<file path="config.mk">
export PLATFORM = sky130hd
export DESIGN_NAME = dp_ram_port_arbiter
export DESIGN_NICKNAME = d
export VERILOG_FILES = /design/src/rtl/dp_ram_arb_pkg.sv /design/src/rtl/rr_arbiter2.sv /design/src/rtl/dp_ram_port_arbiter.sv
export SDC_FILE = /design/constraint.sdc
export NUM_CORES = 1
export LEC_CHECK = 0
export BUFFER_PORTS_ARGS = -buffer_cell sky130_fd_sc_hd__buf_2
export CAP_MARGIN = 25
export CORE_AREA = 2 2 51 53
export DETAILED_ROUTE_END_ITERATION = 7
export DIE_AREA = 0 0 53 55
export GPL_ROUTABILITY_DRIVEN = 0
export PLACE_DENSITY = 0.8
export SYNTH_ARGS = -nofsm -noshare
export SYNTH_HDL_FRONTEND = slang
export SYNTH_HIERARCHICAL = 1
export SYNTH_SLANG_ARGS = --single-unit
export TNS_END_PERCENT = 5
</file>
<file path="constraint.sdc">
create_clock -name clk -period 1.75 [get_ports clk]
set_clock_uncertainty 0.2 [all_clocks]
set_input_delay 0.2625 -clock clk [delete_from_list [all_inputs] [get_ports clk]]
set_output_delay 0.2625 -clock clk [all_outputs]
set_load 0.1 [all_outputs]
</file>
<file path="src/rtl/dp_ram_arb_pkg.sv">
// Shared types for the dual-port RAM port arbiter.
// Holds the access FSM state encoding and requester count.
package dp_ram_arb_pkg;

    localparam int NUM_REQ = 2;

    typedef enum logic [1:0] {
        IDLE  = 2'd0,
        ISSUE = 2'd1,
        RDATA = 2'd2
    } state_e;

    function automatic logic [NUM_REQ-1:0] id_to_onehot(input logic id);
        return id ? 2'b10 : 2'b01;
    endfunction

endpackage

</file>
<file path="src/rtl/rr_arbiter2.sv">
// Two-way round-robin grant: on contention the requester
// that did not win last time gets the grant.
module rr_arbiter2
    import dp_ram_arb_pkg::*;
(
    input  logic [NUM_REQ-1:0] req,
    input  logic               last_grant,
    output logic [NUM_REQ-1:0] grant
);

    always_comb begin
        grant = '0;
        unique case (req)
            2'b01:   grant = 2'b01;
            2'b10:   grant = 2'b10;
            2'b11:   grant = last_grant ? 2'b01 : 2'b10;
            default: grant = '0;
        endcase
    end

endmodule

</file>
<file path="src/rtl/dp_ram_port_arbiter.sv">
// Shares one registered-read RAM port between two requesters
// with round-robin arbitration and a one-access-at-a-time FSM.
module dp_ram_port_arbiter
    import dp_ram_arb_pkg::*;
#(
    parameter int DATA_WIDTH = 8,
    parameter int ADDR_WIDTH = 4
) (
    input  logic                          clk,
    input  logic                          rst_n,
    input  logic [NUM_REQ-1:0]            req_valid,
    output logic [NUM_REQ-1:0]            req_ready,
    input  logic [NUM_REQ-1:0]            req_we,
    input  logic [NUM_REQ*ADDR_WIDTH-1:0] req_addr,
    input  logic [NUM_REQ*DATA_WIDTH-1:0] req_wdata,
    output logic [NUM_REQ-1:0]            rsp_valid,
    output logic [DATA_WIDTH-1:0]         rsp_rdata,
    output logic                          ram_we,
    output logic [ADDR_WIDTH-1:0]         ram_addr,
    output logic [DATA_WIDTH-1:0]         ram_wdata,
    input  logic [DATA_WIDTH-1:0]         ram_rdata
);

    state_e                state_q;
    state_e                state_d;
    logic                  last_q;
    logic                  last_d;
    logic                  we_q;
    logic                  we_d;
    logic                  id_q;
    logic                  id_d;
    logic [ADDR_WIDTH-1:0] addr_q;
    logic [ADDR_WIDTH-1:0] addr_d;
    logic [DATA_WIDTH-1:0] wdata_q;
    logic [DATA_WIDTH-1:0] wdata_d;

    logic [NUM_REQ-1:0]    grant;
    logic                  hs;
    logic                  sel;
    logic                  sel_we;
    logic [ADDR_WIDTH-1:0] sel_addr;
    logic [DATA_WIDTH-1:0] sel_wdata;

    rr_arbiter2 u_arb (
        .req        (req_valid),
        .last_grant (last_q),
        .grant      (grant)
    );

    // Grant is one-hot, so its upper bit is the winning requester id.
    assign sel       = grant[1];
    assign sel_we    = sel ? req_we[1] : req_we[0];
    assign sel_addr  = sel ? req_addr[2*ADDR_WIDTH-1:ADDR_WIDTH]
                           : req_addr[ADDR_WIDTH-1:0];
    assign sel_wdata = sel ? req_wdata[2*DATA_WIDTH-1:DATA_WIDTH]
                           : req_wdata[DATA_WIDTH-1:0];
    assign hs        = |(req_valid & req_ready);

    always_ff @(posedge clk) begin
        if (!rst_n) begin
            state_q <= IDLE;
        end else begin
            state_q <= state_d;
        end
    end

    always_comb begin
        state_d = state_q;
        unique case (state_q)
            IDLE:    state_d = hs ? ISSUE : IDLE;
            ISSUE:   state_d = we_q ? IDLE : RDATA;
            RDATA:   state_d = IDLE;
            default: state_d = IDLE;
        endcase
    end

    always_comb begin
        last_d  = last_q;
        we_d    = we_q;
        id_d    = id_q;
        addr_d  = addr_q;
        wdata_d = wdata_q;
        if (hs) begin
            last_d  = sel;
            we_d    = sel_we;
            id_d    = sel;
            addr_d  = sel_addr;
            wdata_d = sel_wdata;
        end
    end

    // last_q resets to 1 so requester 0 wins the first contention.
    always_ff @(posedge clk) begin
        if (!rst_n) begin
            last_q  <= 1'b1;
            we_q    <= 1'b0;
            id_q    <= 1'b0;
            addr_q  <= '0;
            wdata_q <= '0;
        end else begin
            last_q  <= last_d;
            we_q    <= we_d;
            id_q    <= id_d;
            addr_q  <= addr_d;
            wdata_q <= wdata_d;
        end
    end

    always_comb begin
        req_ready = '0;
        ram_we    = 1'b0;
        rsp_valid = '0;
        rsp_rdata = '0;
        unique case (state_q)
            IDLE: begin
                if (rst_n) begin
                    req_ready = grant;
                end
            end
            ISSUE: begin
                ram_we = we_q;
            end
            RDATA: begin
                rsp_valid = id_to_onehot(id_q);
                rsp_rdata = ram_rdata;
            end
            default: begin
                req_ready = '0;
            end
        endcase
    end

    assign ram_addr  = addr_q;
    assign ram_wdata = wdata_q;

endmodule

</file>
## Yosys cells after proc, flatten, opt, wreduce, memory -nomap -nowiden

Index checks and enable logic that the tools add are counted.

- Memory bits (writable): 0
- Memory bits (read-only): 0
- Input port bits: 38
- Memories: 0
- Register bits after elaboration: 17
- Latch bits: 0
- Output and inout bits: 25

- Order comparisons: 0
- Add/sub/neg operators: 0
- Mux-type cells: 14
- Multipliers: 0
- Reduce and logical (&&, ||, !) cells: 2
- Eq/ne operators: 5
- Divide/modulo/power cells: 0
- Bitwise operators: 1
- Shift operators: 0

Operators with widths:

| operator | count |
|---|---|
| 8-bit two-way mux | 2 |
| 2-bit two-way mux | 6 |
| 2-bit == test, second input constant | 3 |
| 2-bit case mux with 3 select lines | 1 |
| 2-bit by 1-bit == test with 1-bit output, second input constant | 2 |
| 4-bit two-way mux | 1 |
| 2-bit case mux with 2 select lines | 1 |
| 1-bit two-way mux | 3 |
| 2-bit AND | 1 |
| 2-bit logical NOT | 1 |
| 2-bit OR reduction | 1 |

## Depth between registers and ports, before layout

Gate-level depths: netlist of the first run.

- Word-level depth: 8
- Gate-level depth with buffers: 7
- Mapped depth without buffers: 5

## Cells and area by module

Netlist of the first run, hierarchy kept.

Modules (own cells, without submodules):

| module | instances | cells an instance | area each (um^2) | seq. area each (um^2) |
|---|---|---|---|---|
| dp_ram_port_arbiter | 1 | 85 | 874.6 | 340.3 |
| rr_arbiter2 | 1 | 3 | 18.8 | 0.0 |

## Worst setup path after synthesis of the first run

OpenSTA, ideal clock, no wires.

- Path kind: flip-flop to output port
- Start: register state_q[1]
- End: output port rsp_valid[0]
- Buffers on the path: 0
- Cell stages (with the launch flop): 3
- Data required time: 1287 ps
- Path slack: -809 ps
- Arrival: 2096 ps
- Cells stage by stage: dfxtp_1 nor2b_1 nor2b_1

- Longest elaborated chain between the ends: 2

RTL lines:

| element | line | source |
|---|---|---|
| start: declaration | dp_ram_port_arbiter.sv:24 | `state_e state_q;` |
| start signal: assignment | dp_ram_port_arbiter.sv:63 | `state_q <= state_d;` |
| 2-bit == test | dp_ram_port_arbiter.sv:114 | `unique case (state_q)` |
| 2-bit two-way mux | dp_ram_port_arbiter.sv:114 |  |
| end: declaration | dp_ram_port_arbiter.sv:16 | `output logic [NUM_REQ-1:0] rsp_valid,` |

No other way between the ends.

## Worst setup path in the final report of the first run

Same ends and word-level chain as after synthesis.

==> flow_summary.ini, run 1 <==
[run_status]
status = complete, but fails checks
violations = negative setup slack

[run]
maxCapViolCount = 0

[worst_setup_path]
path_max_fanout = 5
start_kind = flop
arrival_ps = 1310
r2r-start = last_q
reg2reg_depth = 6
cp-end-kind = output pin
crit_type = reg2out
r2r_slack_ps = 210
r2r_end = ram_addr[2]
required_ps = 1290

[synthesis]
synthTopCellsByArea = dfxtp_1 (38%), mux2i_1 (29%), and2_1 (7.7%)
synth_edf_count = 0
yosysMostFrequentCell = mux2i_1
synth_largest_area_cell = dfxtp_1
synth_cell_types = 21
ys_top_cells_by_count = mux2i_1 (26), dfxtp_1 (17), nand2_1 (14)
syn-instance-count = 88
ys_warn_count = 6
synth_seq_area_share_pct = 38.1
synth_top_area_share_pct = 38.1
synth_area_um2 = 893
synth.avg_cell_area_um2 = 10.2
async_flop_share_pct = 0
syn_nets = 126
ys.flop_type = dfxtp_1
synth_seq_cells = 17

[global_routing]
grt_pass1_wl_mm = 3.63
grt-ovfl-total = 0
grt_max_degree = 17
antenna_found_initial = 0
globalRouteTotalUtil_pct = 17.0
grt_pass1_vias = 880

[sta]
slew_violations = 0
post-route-period-util_pct = 101
fmax_mhz = 564
timing.final.ws_setup_ps = -23.0
relSlewSlack_pct = 67.6
hold_viol = 0
rsz0062_at_grt = true
setup_viol = 2
worst_pin_slew_ps = 490
min_period_ps = 1770

[clock_tree]
cts_buffers = 3
cts-root-buf = clkbuf_4
cts_buffer_depth = 2
cts_tree = built
cts_sinks = 17
cts_setup_buffers = 0
clk_latency_ps = 280
clkTransAtPathRegs_ps = 100
htreeDepth = 1

[placement]
placed_cells = 179
io_buffers = 62
dpl.hpwl_mm = 2.00
pre_cts_ws_ps = 182

[hold_path]
holdPathEnd = ram_wdata[1]
min_from = req_wdata[1]
holdPathStages = 3
min_path_type = in2reg

[detailed_routing]
drt-pass1-iter-count = 4
wl_per_cell_um = 13.3
vias = 890
highest_layer = met4
wl_met2_mm = 1.38
wl_met3_um = 215
ant_nets = 0
route.detailed.drc = 0
first_iter_violations = 2
wl_mm = 2.44
wl_met1_um = 829
vias_per_cell = 4.84

[layout]
final_cells = 184
fillers = 209
area.growth.synth_to_final_pct = 69.9
num_antenna_cells = 0
drive_above_1_share_pct = 59.1
fin_nets = 193

[pwr]
p_sw_share_pct = 41.8
power.switching_uw = 474
power_frac_seq_pct = 38.8
powerDensity_nw_per_um2 = 746
power_frac_clock_pct = 18.0
internal_power_uw = 659
power.share.combinational_pct = 43.1
leakage_nw = 0.721
max-vdd-ir-drop_mv = 0.580
total_power_mw = 1.13

[floorplanning]
core-area_um2 = 2360
dieArea_um2 = 2920
rows = 18
start_util_pct = 37.8
die_height_um = 55
io_pins = 63
chipWidth_um = 53
-- layout by cell type, fill, tap and decap left out, drive strengths merged --
master / Yosys / layout
buf: 5 / 68
mux2i: 26 / 26
dfxtp: 17 / 17
nand3b: 1 / 1
o21ai: 1 / 1
nand2: 14 / 14
nor3b: 1 / 1
and3b: 1 / 1
o211ai: 1 / 1
a22oi: 1 / 1
and2: 11 / 11
inv: 2 / 2
nor4bb: 1 / 1
nor2b: 3 / 3
a21boi: 2 / 2
clkbuf: 1 / 4
-- how the worst max path moves through the flow --
| stage | from | to | slack [ps] | depth (start not counted) |
|---|---|---|---|---|
| floorplan | state_q[1] | rsp_rdata[1] | -220 | 2 |
| global placement | req_valid[1] | ram_addr[3] | 270 | 5 |
| detailed placement | req_valid[1] | ram_addr[2] | 180 | 5 |
| CTS | state_q[1] | rsp_rdata[2] | -30 | 4 |
| global route | state_q[1] | rsp_valid[0] | -80 | 4 |
| finish | state_q[1] | rsp_valid[0] | -20 | 4 |
-- area by class of cell --
type | count | area [µm²] | area share [%]
repair buffers | 68 | 563 | 37.1
clock buffers | 4 | 26.3 | 1.73
flip-flops and latches | 17 | 345 | 22.8
well taps | 30 | 37.5 | 2.47
multi-input cells | 63 | 538 | 35.4
inverters | 2 | 7.51 | 0.495
-- registers in the layout, indices dropped and copies added, names as in the netlist --
register   cells
ram_wdata      8
ram_addr       4
state_q        2
id_q           1
last_q         1
we_q           1
-- metrics by stage --
step	hold slack [ps]	util (%)	TNS [ps]	cell area (µm²)
floorplan	213	-	-1950	903
global placement	227	61.2	0	1450
detailed placement	246	61.2	0	1450
CTS	52.3	62.9	-177	1490
global route	57.0	64.2	-713	1520
finish	62.6	64.2	-28.2	1520
-- kinds of logic after synthesis --
kind of cell / share of synthesized area, %
AND/OR/NAND/NOR: 21.6
multiplexers: 29.1
flip-flops: 38.1
buffers and inverters: 6.72
AO/OA/AOI/OAI: 4.48
-- critical path, cell delays in order (launching register included) --
cell     delay, ps
dfxtp_4        380
nor2b_2        160
buf_4          150
nor2b_4        160
buf_12         180
-- metal layers --
metal | up-vias | GRT usage, %
met1 | 411 | 16.1
met2 | 47 | 36.0
li1 | 430 | -
met4 | 0 | 5.13
met3 | 2 | 3.49
met5 | - | 0
-- what timing repair did --
item | in CTS | in global routing
resized for setup | 5 | 13
pin swaps | 0 | 1
hold buffers | 0 | 0
cloned | 0 | 1
endpoints found under the setup margin | 12 | 12
-- power groups by stage --
stage	logic (mW)	clock network (mW)	registers, mW
after floorplan	0.174	0	0.626
after global placement	0.469	0	0.446
after detailed placement	0.481	0	0.448
after CTS	0.484	0.215	0.441
after global routing	0.510	0.226	0.444
final	0.488	0.204	0.440
No activity file was read; power rests on OpenSTA's default activity.
==> run 2: changes to the inputs <==
--- a/config.mk
+++ b/config.mk
@@ -11,6 +11,7 @@
 export DETAILED_ROUTE_END_ITERATION = 7
 export DIE_AREA = 0 0 53 55
 export GPL_ROUTABILITY_DRIVEN = 0
+export MAX_ROUTING_LAYER = met4
 export PLACE_DENSITY = 0.8
 export SYNTH_ARGS = -nofsm -noshare
 export SYNTH_HDL_FRONTEND = slang
==> run 2 against run 1 <==
Effect of this change:
- the run still ends with negative setup slack left
- core utilization is the same
- non-clock buffer count is the same
- sequential power is essentially flat
- sequential share of layout area is the same
- critical path depth is the same
- die area is the same
- worst hold slack is essentially flat
- combinational power is essentially flat
- first-iteration DRC count is the same
- wire length is the same
- clock power is essentially flat
- largest cell class unchanged
- largest power group unchanged
==> flow_summary.ini, run 2 (same netlist as run 1, synthesis figures left out) <==
[run_status]
status = complete, but fails checks
violations = negative setup slack

[detailed_routing]
ant_nets = 0
drt-pass1-iter-count = 4
vias_per_cell = 4.84
vias = 890
first_iter_violations = 2
wl_per_cell_um = 13.3
wl_mm = 2.44
route.detailed.drc = 0

[clock_tree]
cts_tree = built
cts-root-buf = clkbuf_4
clk_latency_ps = 280
clkTransAtPathRegs_ps = 100
cts_sinks = 17
cts_buffers = 3
htreeDepth = 1
cts_buffer_depth = 2

[sta]
slew_violations = 0
min_period_ps = 1770
worst_pin_slew_ps = 490
post-route-period-util_pct = 101
setup_viol = 2
relSlewSlack_pct = 67.6
rsz0062_at_grt = true
hold_viol = 0
fmax_mhz = 564
timing.final.ws_setup_ps = -23.0

[run]
maxCapViolCount = 0

[global_routing]
antenna_found_initial = 0
grt_pass1_wl_mm = 3.63
globalRouteTotalUtil_pct = 17.5
grt-ovfl-total = 0
grt_pass1_vias = 876
grt_max_degree = 17

[worst_setup_path]
path_max_fanout = 5
cp-end-kind = output pin
start_kind = flop
arrival_ps = 1310
crit_type = reg2out
required_ps = 1290

[placement]
dpl.hpwl_mm = 2.00
placed_cell_area_um2 = 1450
placed_cells = 179
io_buffers = 62

[floorplanning]
start_util_pct = 37.8
core-area_um2 = 2360
io_pins = 63
rows = 18
dieArea_um2 = 2920
die_height_um = 55
chipWidth_um = 53

[layout]
postLayoutCoreUtil_pct = 64.2
area.growth.synth_to_final_pct = 69.9
num_antenna_cells = 0
ff_latch_area_um2 = 345
drive_above_1_share_pct = 59.1
multi_input_area_um2 = 538
final_cells = 184
fin_nets = 193
mostFrequentLayoutCells = buf_2 (49), mux2i_1 (26), dfxtp_1 (15), nand2_1 (14), buf_12 (14)
fin_area_um2 = 1520
final_common_cell = buf_2
fillers = 209
largest_reg_flops = 8

[pwr]
leakage_nw = 0.721
max-vdd-ir-drop_mv = 0.580
powerDensity_nw_per_um2 = 746

[hold_path]
min_path_type = in2reg
==> run 2: final timing paths <==
| path | start | end | slack [ps] | depth (start not counted) |
|---|---|---|---|---|
| setup / recovery | state_q[1] | rsp_valid[0] | -20 | 4 |
| hold reg to reg | we_q | state_q[1] | 250 | 1 |
| setup reg to reg | last_q | ram_addr[2] | 210 | 6 |
| hold / removal | req_wdata[1] | ram_wdata[1] | 60 | 3 |
==> run 2: final cells by class <==
class | instances | share of cell area (%)
Clock buffer | 4 | 1.73
Multi-Input combinational cell | 63 | 35.4
Timing Repair Buffer | 68 | 37.1
Inverter | 2 | 0.495
Tap cell | 30 | 2.47
Sequential cell | 17 | 22.8
==> run 2: layer usage <==
layer	up-vias	track usage, %	routed length [µm]
met5	-	-	0
met2	47	36.0	1380
met1	411	16.3	835
met3	2	3.23	209
li1	430	-	-
met4	0	5.13	15
==> run 2: report_power, final <==
| group | switching, mW | internal, mW | total [mW] |
|---|---|---|---|
| sequential | 0.0207 | 0.419 | 0.440 |
| combinational | 0.337 | 0.151 | 0.488 |
| clock | 0.116 | 0.0883 | 0.204 |
==> run 2: what timing repair did <==
item | 4_1_cts | 5_1_grt
setup buffers | 0 | 0
setup endpoints to repair | 12 | 12
resized for setup | 5 | 13
endpoints found under the hold margin | 0 | 0
hold buffers | 0 | 0
cloned | 0 | 1
pin swaps | 0 | 1
==> run 2: critical path, cell delays in order (launching register included) <==
cell and delay [ps]:
dfxtp_4 380, nor2b_2 160, buf_4 150, nor2b_4 160, buf_12 180
==> run 2: per-stage QoR <==
stage               hold WS, ps  power [mW]  setup WS (ps)  setup TNS [ps]
global placement            227       0.915            270               0
CTS                        52.3        1.14          -27.1            -177
global route               57.0        1.18          -84.6            -713
finish                     62.6        1.13          -23.0           -28.2
floorplan                   213       0.800           -218           -1950
detailed placement          246       0.929            182               0
